## src/rtl/uart_rx_cfg.sv

```systemverilog
// uart_rx_cfg: oversampled, configurable UART receiver with valid/ready output and overrun detection
module uart_rx_cfg #(
  parameter int CLK_FREQ   = 50_000_000,
  parameter int BAUD_RATE  = 9600,
  parameter int OVERSAMPLE = 16,
  parameter int DATA_BITS  = 8,
  parameter int PARITY     = 0,
  parameter int STOP_BITS  = 1
) (
  input  logic                 clk,
  input  logic                 rst_n,
  input  logic                 rx,
  output logic [DATA_BITS-1:0] m_data,
  output logic                 m_parity_err,
  output logic                 m_frame_err,
  output logic                 m_valid,
  input  logic                 m_ready,
  output logic                 overrun,
  output logic                 rx_busy
);
  localparam int DIV_RAW  = CLK_FREQ / (BAUD_RATE * OVERSAMPLE);
  localparam int TICK_DIV = DIV_RAW < 1 ? 1 : DIV_RAW;
  localparam int DW       = $clog2(TICK_DIV + 1);
  localparam int M        = OVERSAMPLE / 2;
  localparam int BW       = $clog2(OVERSAMPLE);
  localparam int NW       = $clog2(DATA_BITS);

  if (DATA_BITS < 5 || DATA_BITS > 9) begin : g_bad_data_bits
    $error("uart_rx_cfg: DATA_BITS must be 5..9");
  end
  if (PARITY < 0 || PARITY > 2) begin : g_bad_parity
    $error("uart_rx_cfg: PARITY must be 0, 1 or 2");
  end
  if (STOP_BITS < 1 || STOP_BITS > 2) begin : g_bad_stop_bits
    $error("uart_rx_cfg: STOP_BITS must be 1 or 2");
  end
  if (OVERSAMPLE < 8 || OVERSAMPLE % 2 != 0) begin : g_bad_oversample
    $error("uart_rx_cfg: OVERSAMPLE must be even and >= 8");
  end

  typedef enum logic [2:0] {IDLE, START, DATA, PAR, STOP} state_t;

  state_t               state;
  logic [1:0]           sync;
  logic                 rxs;
  logic [DW-1:0]        div_cnt;
  logic                 tick;
  logic [BW-1:0]        bc;
  logic [NW-1:0]        bit_cnt;
  logic                 stop_cnt;
  logic                 armed;
  logic                 s0;
  logic                 s1;
  logic                 maj;
  logic [DATA_BITS-1:0] sh;
  logic                 pe;
  logic                 fe;
  logic                 start_det;
  logic                 dec;
  logic                 push;

  assign rxs       = sync[1];
  assign tick      = div_cnt == DW'(TICK_DIV - 1);
  assign maj       = (s0 & s1) | (s0 & rxs) | (s1 & rxs);
  assign start_det = state == IDLE && armed && !rxs;
  assign dec       = state != IDLE && tick && bc == BW'(M + 1);
  assign push      = dec && state == STOP && stop_cnt == 1'(STOP_BITS - 1);

  // two-flop synchroniser, idle-high so reset never looks like a start bit
  always_ff @(posedge clk or negedge rst_n)
    if (!rst_n) sync <= 2'b11;
    else        sync <= {sync[0], rx};

  // oversample tick divider, re-phased on every start detection
  always_ff @(posedge clk or negedge rst_n)
    if (!rst_n) div_cnt <= '0;
    else        div_cnt <= (start_det || tick) ? '0 : div_cnt + DW'(1);

  // frame state machine: 3-sample majority per bit, decision on the last sample
  always_ff @(posedge clk or negedge rst_n)
    if (!rst_n) begin
      state    <= IDLE;
      armed    <= 1'b0;
      rx_busy  <= 1'b0;
      bc       <= '0;
      bit_cnt  <= '0;
      stop_cnt <= 1'b0;
      s0       <= 1'b1;
      s1       <= 1'b1;
      sh       <= '0;
      pe       <= 1'b0;
      fe       <= 1'b0;
    end else if (state == IDLE) begin
      if (start_det) begin
        state    <= START;
        armed    <= 1'b0;
        rx_busy  <= 1'b1;
        bc       <= '0;
        bit_cnt  <= '0;
        stop_cnt <= 1'b0;
        pe       <= 1'b0;
        fe       <= 1'b0;
      end else if (rxs) begin
        armed <= 1'b1;
      end
    end else if (tick) begin
      bc <= bc == BW'(OVERSAMPLE - 1) ? '0 : bc + BW'(1);
      if (bc == BW'(M - 1)) s0 <= rxs;
      if (bc == BW'(M)) s1 <= rxs;
      if (dec)
        case (state)
          START: begin
            state   <= maj ? IDLE : DATA;
            rx_busy <= !maj;
          end
          DATA: begin
            sh      <= {maj, sh[DATA_BITS-1:1]};
            bit_cnt <= bit_cnt + NW'(1);
            if (bit_cnt == NW'(DATA_BITS - 1)) state <= PARITY != 0 ? PAR : STOP;
          end
          PAR: begin
            pe    <= ((^sh) ^ maj) != (PARITY == 1);
            state <= STOP;
          end
          default: begin
            fe       <= fe | !maj;
            stop_cnt <= 1'b1;
            if (push) begin
              state   <= IDLE;
              rx_busy <= 1'b0;
            end
          end
        endcase
    end

  // output register: accept a push when empty or draining, otherwise drop and flag overrun
  always_ff @(posedge clk or negedge rst_n)
    if (!rst_n) begin
      m_data       <= '0;
      m_parity_err <= 1'b0;
      m_frame_err  <= 1'b0;
      m_valid      <= 1'b0;
      overrun      <= 1'b0;
    end else begin
      overrun <= push && m_valid && !m_ready;
      if (push && (!m_valid || m_ready)) begin
        m_data       <= sh;
        m_parity_err <= pe;
        m_frame_err  <= fe | !maj;
        m_valid      <= 1'b1;
      end else if (m_ready) begin
        m_valid <= 1'b0;
      end
    end
endmodule

```

## config.mk

```make
export PLATFORM = sky130hd
export DESIGN_NAME = uart_rx_cfg
export DESIGN_NICKNAME = d
export VERILOG_FILES = /design/src/rtl/uart_rx_cfg.sv
export SDC_FILE = /design/constraint.sdc
export NUM_CORES = 1
export LEC_CHECK = 0
export CAP_MARGIN = 10
export CORE_UTILIZATION = 60
export DETAILED_ROUTE_END_ITERATION = 10
export PLACE_DENSITY_LB_ADDON = 0.1
export SETUP_SLACK_MARGIN = 0.02
export SYNTH_ARGS = -nofsm -noshare
export SYNTH_HDL_FRONTEND = slang
export SYNTH_SLANG_ARGS = --single-unit
```

## constraint.sdc

```tcl
create_clock -name clk -period 5.9 [get_ports clk]
set_clock_uncertainty 0.05 [all_clocks]
set_input_delay 1.18 -clock clk [delete_from_list [all_inputs] [get_ports clk]]
set_output_delay 1.18 -clock clk [all_outputs]
set_load 0.02 [all_outputs]
```

Word-level counts from Yosys, hierarchy flattened:

Index checks and enable logic that the tools add are counted.

* bitwise logic cells: 9
* equal/unequal tests: 14
* $add $sub $neg: 3
* muxes and demuxes: 41
* reduce and logical (&&, ||, !) cells: 38

Operators with widths (number)
* 3-bit two-way mux: 11
* 1-bit two-way mux: 22
* 4-bit two-way mux: 4
* 4-bit AND reduction: 4
* 4-bit == test, second input constant: 3
* 2-bit nonzero test: 6
* 5-bit AND reduction: 2
* 9-bit by 1-bit adder with 9-bit output, second input constant: 1
* 9-bit == test, second input constant: 1
* 1-bit logical AND: 9
* 9-bit two-way mux: 1
* 3-bit one-hot mux with 3 select lines: 1
* 8-bit XOR reduction: 1
* 3-bit by 2-bit == test with 1-bit output, second input constant: 2
* 3-bit == test, second input constant: 2
* 3-bit AND reduction: 2
* 3-bit nonzero test: 2
* 5-bit nonzero test: 1
* 4-bit by 1-bit adder with 4-bit output, second input constant: 1
* 4-bit by 3-bit == test with 1-bit output, second input constant: 1
* 1-bit logical NOT: 4
* 2-bit by 1-bit != test with 1-bit output, second input constant: 2
* 2-bit AND reduction: 2
* 3-bit by 1-bit adder with 3-bit output, second input constant: 1
* 13 further kinds: 19

* word-level logic and storage cells: 123
* output and inout port bits: 13
* register bits after elaboration: 48

Logic depth before layout (Yosys ltp):

* depth in word-level cells: 10
* gate-level depth with buffers: 8
* depth with buffers taken out: 7

Least setup slack after synthesis:

No wires, ideal clock.

* path kind: input port to flip-flop
* start point: input m_ready
* end point: register m_data[0]
* setup time: 0.125 ns
* stages on the path: 4
* path buffers: 1
* data arrival time: 1.952 ns
* slack: 3.774 ns
* cells stage by stage: nand2b_1 nor2b_1 buf_2 mux2_2

* cells in the longest elaborated chain, start to end: 2

Ends and longest elaborated chain
* from (decl): RTL line 17 `input logic m_ready,`
* 1-bit logical OR: RTL line 146 `if (push && (!m_valid || m_ready)) begin`
* 1-bit logical AND: RTL line 146
* to (signal assigned): RTL line 147 `m_data <= sh;`
* to (decl): RTL line 13 `output logic [DATA_BITS-1:0] m_data,`

No other way between the ends.
A chain may end at the register's enable or synchronous reset.

Final worst setup path:

* start point: input m_ready
* end point: register m_data[2]

Same word-level chain as after synthesis.

==> flow_summary_export.csv <==
group,metric,value,unit
cells_and_area,fin_area,0.00254,mm^2
synthesis,synth_edf_count,0,
synthesis,syn_area,0.00226,mm^2
global_route,gr-total-overflow,0,
synthesis,synthDistinctLibCells,43,
clocking,clkLatencyLatePin,0.30,ns
placed_design,port_buffers,16,
sta,worst_pin_slew,1.00,ns
synthesis,ys_async_sr_fraction,100,%
placed_design,gp_congestion,0.778,
sta,final-hold-violation-count,0,
die,ios,17,
die,rows,21,
global_route,grt_pass1_wl,7450,um
detailed_routing,ant_nets,0,
sta,timing.fmax,350,MHz
detailed_routing,via_count,1466,
detailed_routing,drt-met1-wl,1800,um
hold_path,hp-class,"reg2reg",
worst_setup_path,cpMaxStageDelayCell,"nor2b_1",
synthesis,synth-seq-cells,48,
synthesis,synth_cells,196,
cells_and_area,layout_commonest_cell,"dfrtp_1",
sta,period_needed,2.86,ns
worst_setup_path,cp_max_fo,10,
clocking,cts_tree,"done",
synthesis,syn-num-nets,207,
detailed_routing,drt_iter0_markers,181,
cells_and_area,diodes,0,
die,fp.dieH,63.4,um
worst_setup_path,arrival,2.99,ns
sta,fin_crit_sh,48.4,%
cells_and_area,drive_gt1_share,18.3,%
global_route,grt_use_total,24.6,%
run,maxCapViolCount,0,
detailed_routing,wl_per_cell,16.0,um
synthesis,yosysWarnings,0,
clocking,cts_resized,0,
sta,worst_slack,3.04,ns
sta,whs,0.318,ns
detailed_routing,first_pass_iters,4,
clocking,cts_sinks,48,
cells_and_area,seq_area,0.00121,mm^2
clocking,h-tree-depth,2,
detailed_routing,remaining_drc_errors,0,
synthesis,seq_area_frac_synth,53.3,%
die,die_area,0.00402,mm^2
power_and_ir_drop,irDropWorstVdd,0.000201,V
detailed_routing,viasPerCell,5.66,
detailed_routing,routed_wl,4150,um
placed_design,dp_hpwl,2880,um
die,core,0.00347,mm^2
global_route,grt_antenna_before_repair,0,
global_route,first_global_vias,1533,
clocking,cts_buffers,5,
worst_setup_path,cp.required,6.04,ns
sta,timing.slew.headroom,33.2,%
sta,rsz0062_at_grt,"false",
cells_and_area,multi_input_area,968,um^2
cells_and_area,final_cell_mix,"44 x dfrtp_1, 22 x mux2_2, 17 x nand2_1, 15 x nor2_1, 15 x clkdlybuf4s50_1",
placed_design,placed_area,0.00243,mm^2
sta,final.setup.tns,0,ns
sta,setup_violations,0,
cells_and_area,fin_nets,223,
detailed_routing,wl_met3,102,um
synthesis,avgSynthCellArea,11.5,um^2
worst_setup_path,path_cells,"clkdlybuf4s50_1 -> nand2b_1 -> nor2b_1 -> mux2_2",
power_and_ir_drop,p_per_area,338,mW/mm^2
clocking,post_cts_buffers,0,
detailed_routing,dr_wl_met2,2210,um
clocking,hold_buffers,0,
die,die_x,63.4,um
run_status,status,"finished clean",
worst_setup_path,slowest_delay,0.80,ns
die,initial_core_util,65.3,%
worst_setup_path,end_kind,"flop",
worst_setup_path,start_kind,"input port",
clocking,clkTransAtPathRegs,0.08,ns
worst_setup_path,crit_type,"in2reg",
global_route,grt_max_degree,49,
clocking,clock-root-buffer,"clkbuf_8",
cells_and_area,area_growth,12.2,%
synthesis,synth_flop_cell,"dfrtp_1",
power_and_ir_drop,p_leak,0.00115,uW
detailed_routing,top_layer,"met4",
cells_and_area,fill_cells,250,
sta,drv_slew,0,
placed_design,dp_slack,2.78,ns
clocking,clockBufferDepth,2,
critical path, delay by kind of cell:
| kind | cells | cell delay [ns] |
|---|---|---|
| simple gates | 2 | 0.93 |
| buf+inv | 1 | 0.45 |
| mux | 1 | 0.43 |
routing by layer:
metal  GRT usage (%)  vias to the layer above
met2            41.9                       18
met3            5.98                        4
li1                -                      703
met4            6.82                        0
met5               0                        -
met1            30.9                      741
flip-flops by register name (all words and copies together), names as in the netlist, 2 cells and up:
register / flops
div_cnt: 9
sync: 2
bc: 4
m_data: 8
sh: 8
bit_cnt: 3
state: 3
synth_stat cells, types with 2 or more instances:
master	n	area share [%]
clkbuf_1	3	0.50
inv_1	12	2.0
nand4bb_1	2	0.99
mux2_2	22	11
nor3_1	4	0.88
o41ai_1	2	0.77
dfrtp_1	44	49
dfstp_2	4	4.6
o21ai_0	6	1.3
o31ai_1	3	0.99
nor2_1	15	2.5
xnor2_1	11	4.3
nand2b_1	2	0.55
or3_1	2	0.55
mux2i_1	2	0.88
buf_6	2	0.99
nand2_1	17	2.8
nor2b_1	2	0.55
xor2_1	4	1.5
buf_2	2	0.44
a21oi_1	3	0.66
ha_1	7	3.9
nand3_1	5	1.1
kinds of logic (layout without fill, tap and decap cells):
| logic type | count (synthesis) | count (layout) | share of synthesized area, % |
|---|---|---|---|
| buf+inv | 19 | 36 | 3.92 |
| xor+xnor | 15 | 15 | 5.80 |
| compound gates | 24 | 24 | 7.35 |
| mux | 24 | 24 | 11.8 |
| simple gates | 58 | 58 | 13.5 |
| flops | 48 | 48 | 53.3 |
| fa+ha+maj | 8 | 8 | 4.31 |
report_power, final:
part	switching (uW)	internal [uW]
clock	106	126
sequential	67.3	378
combinational	102	80.3
stage by stage:
step	util, %	cells	total power [uW]
2_1_floorplan	-	196	592
3_3_place_gp	70.1	251	616
3_5_place_dp	70.1	251	634
4_1_cts	73.2	259	865
5_1_grt	73.2	259	916
6_report	73.2	259	859
area by class of cell:
class                   instances  share of cell area, %
multi-input cells             129                   38.1
repair buffers                 16                   6.11
well taps                      46                   2.27
flip-flops and latches         48                   47.5
clock buffers                   6                   2.86
inverters                      12                   1.77
clock inverters                 2                   1.38
worst paths after layout:
check	startpoint	slack, ns	endpoint	cells past startpoint
max	m_ready	3.04	m_data[2]$_DFFE_PN0P_	4
min	sync[0]$_DFF_PN1_	0.32	sync[1]$_DFF_PN1_	0
max reg2reg	div_cnt[0]$_DFF_PN0_	3.17	m_data[2]$_DFFE_PN0P_	7
min reg2reg	sync[0]$_DFF_PN1_	0.32	sync[1]$_DFF_PN1_	0
max in group asynchronous	rst_n	4.19	m_data[1]$_DFFE_PN0P_	1
min in group asynchronous	rst_n	0.99	bit_cnt[0]$_DFFE_PN0P_	1
Power figures use the tool's default switching activity.
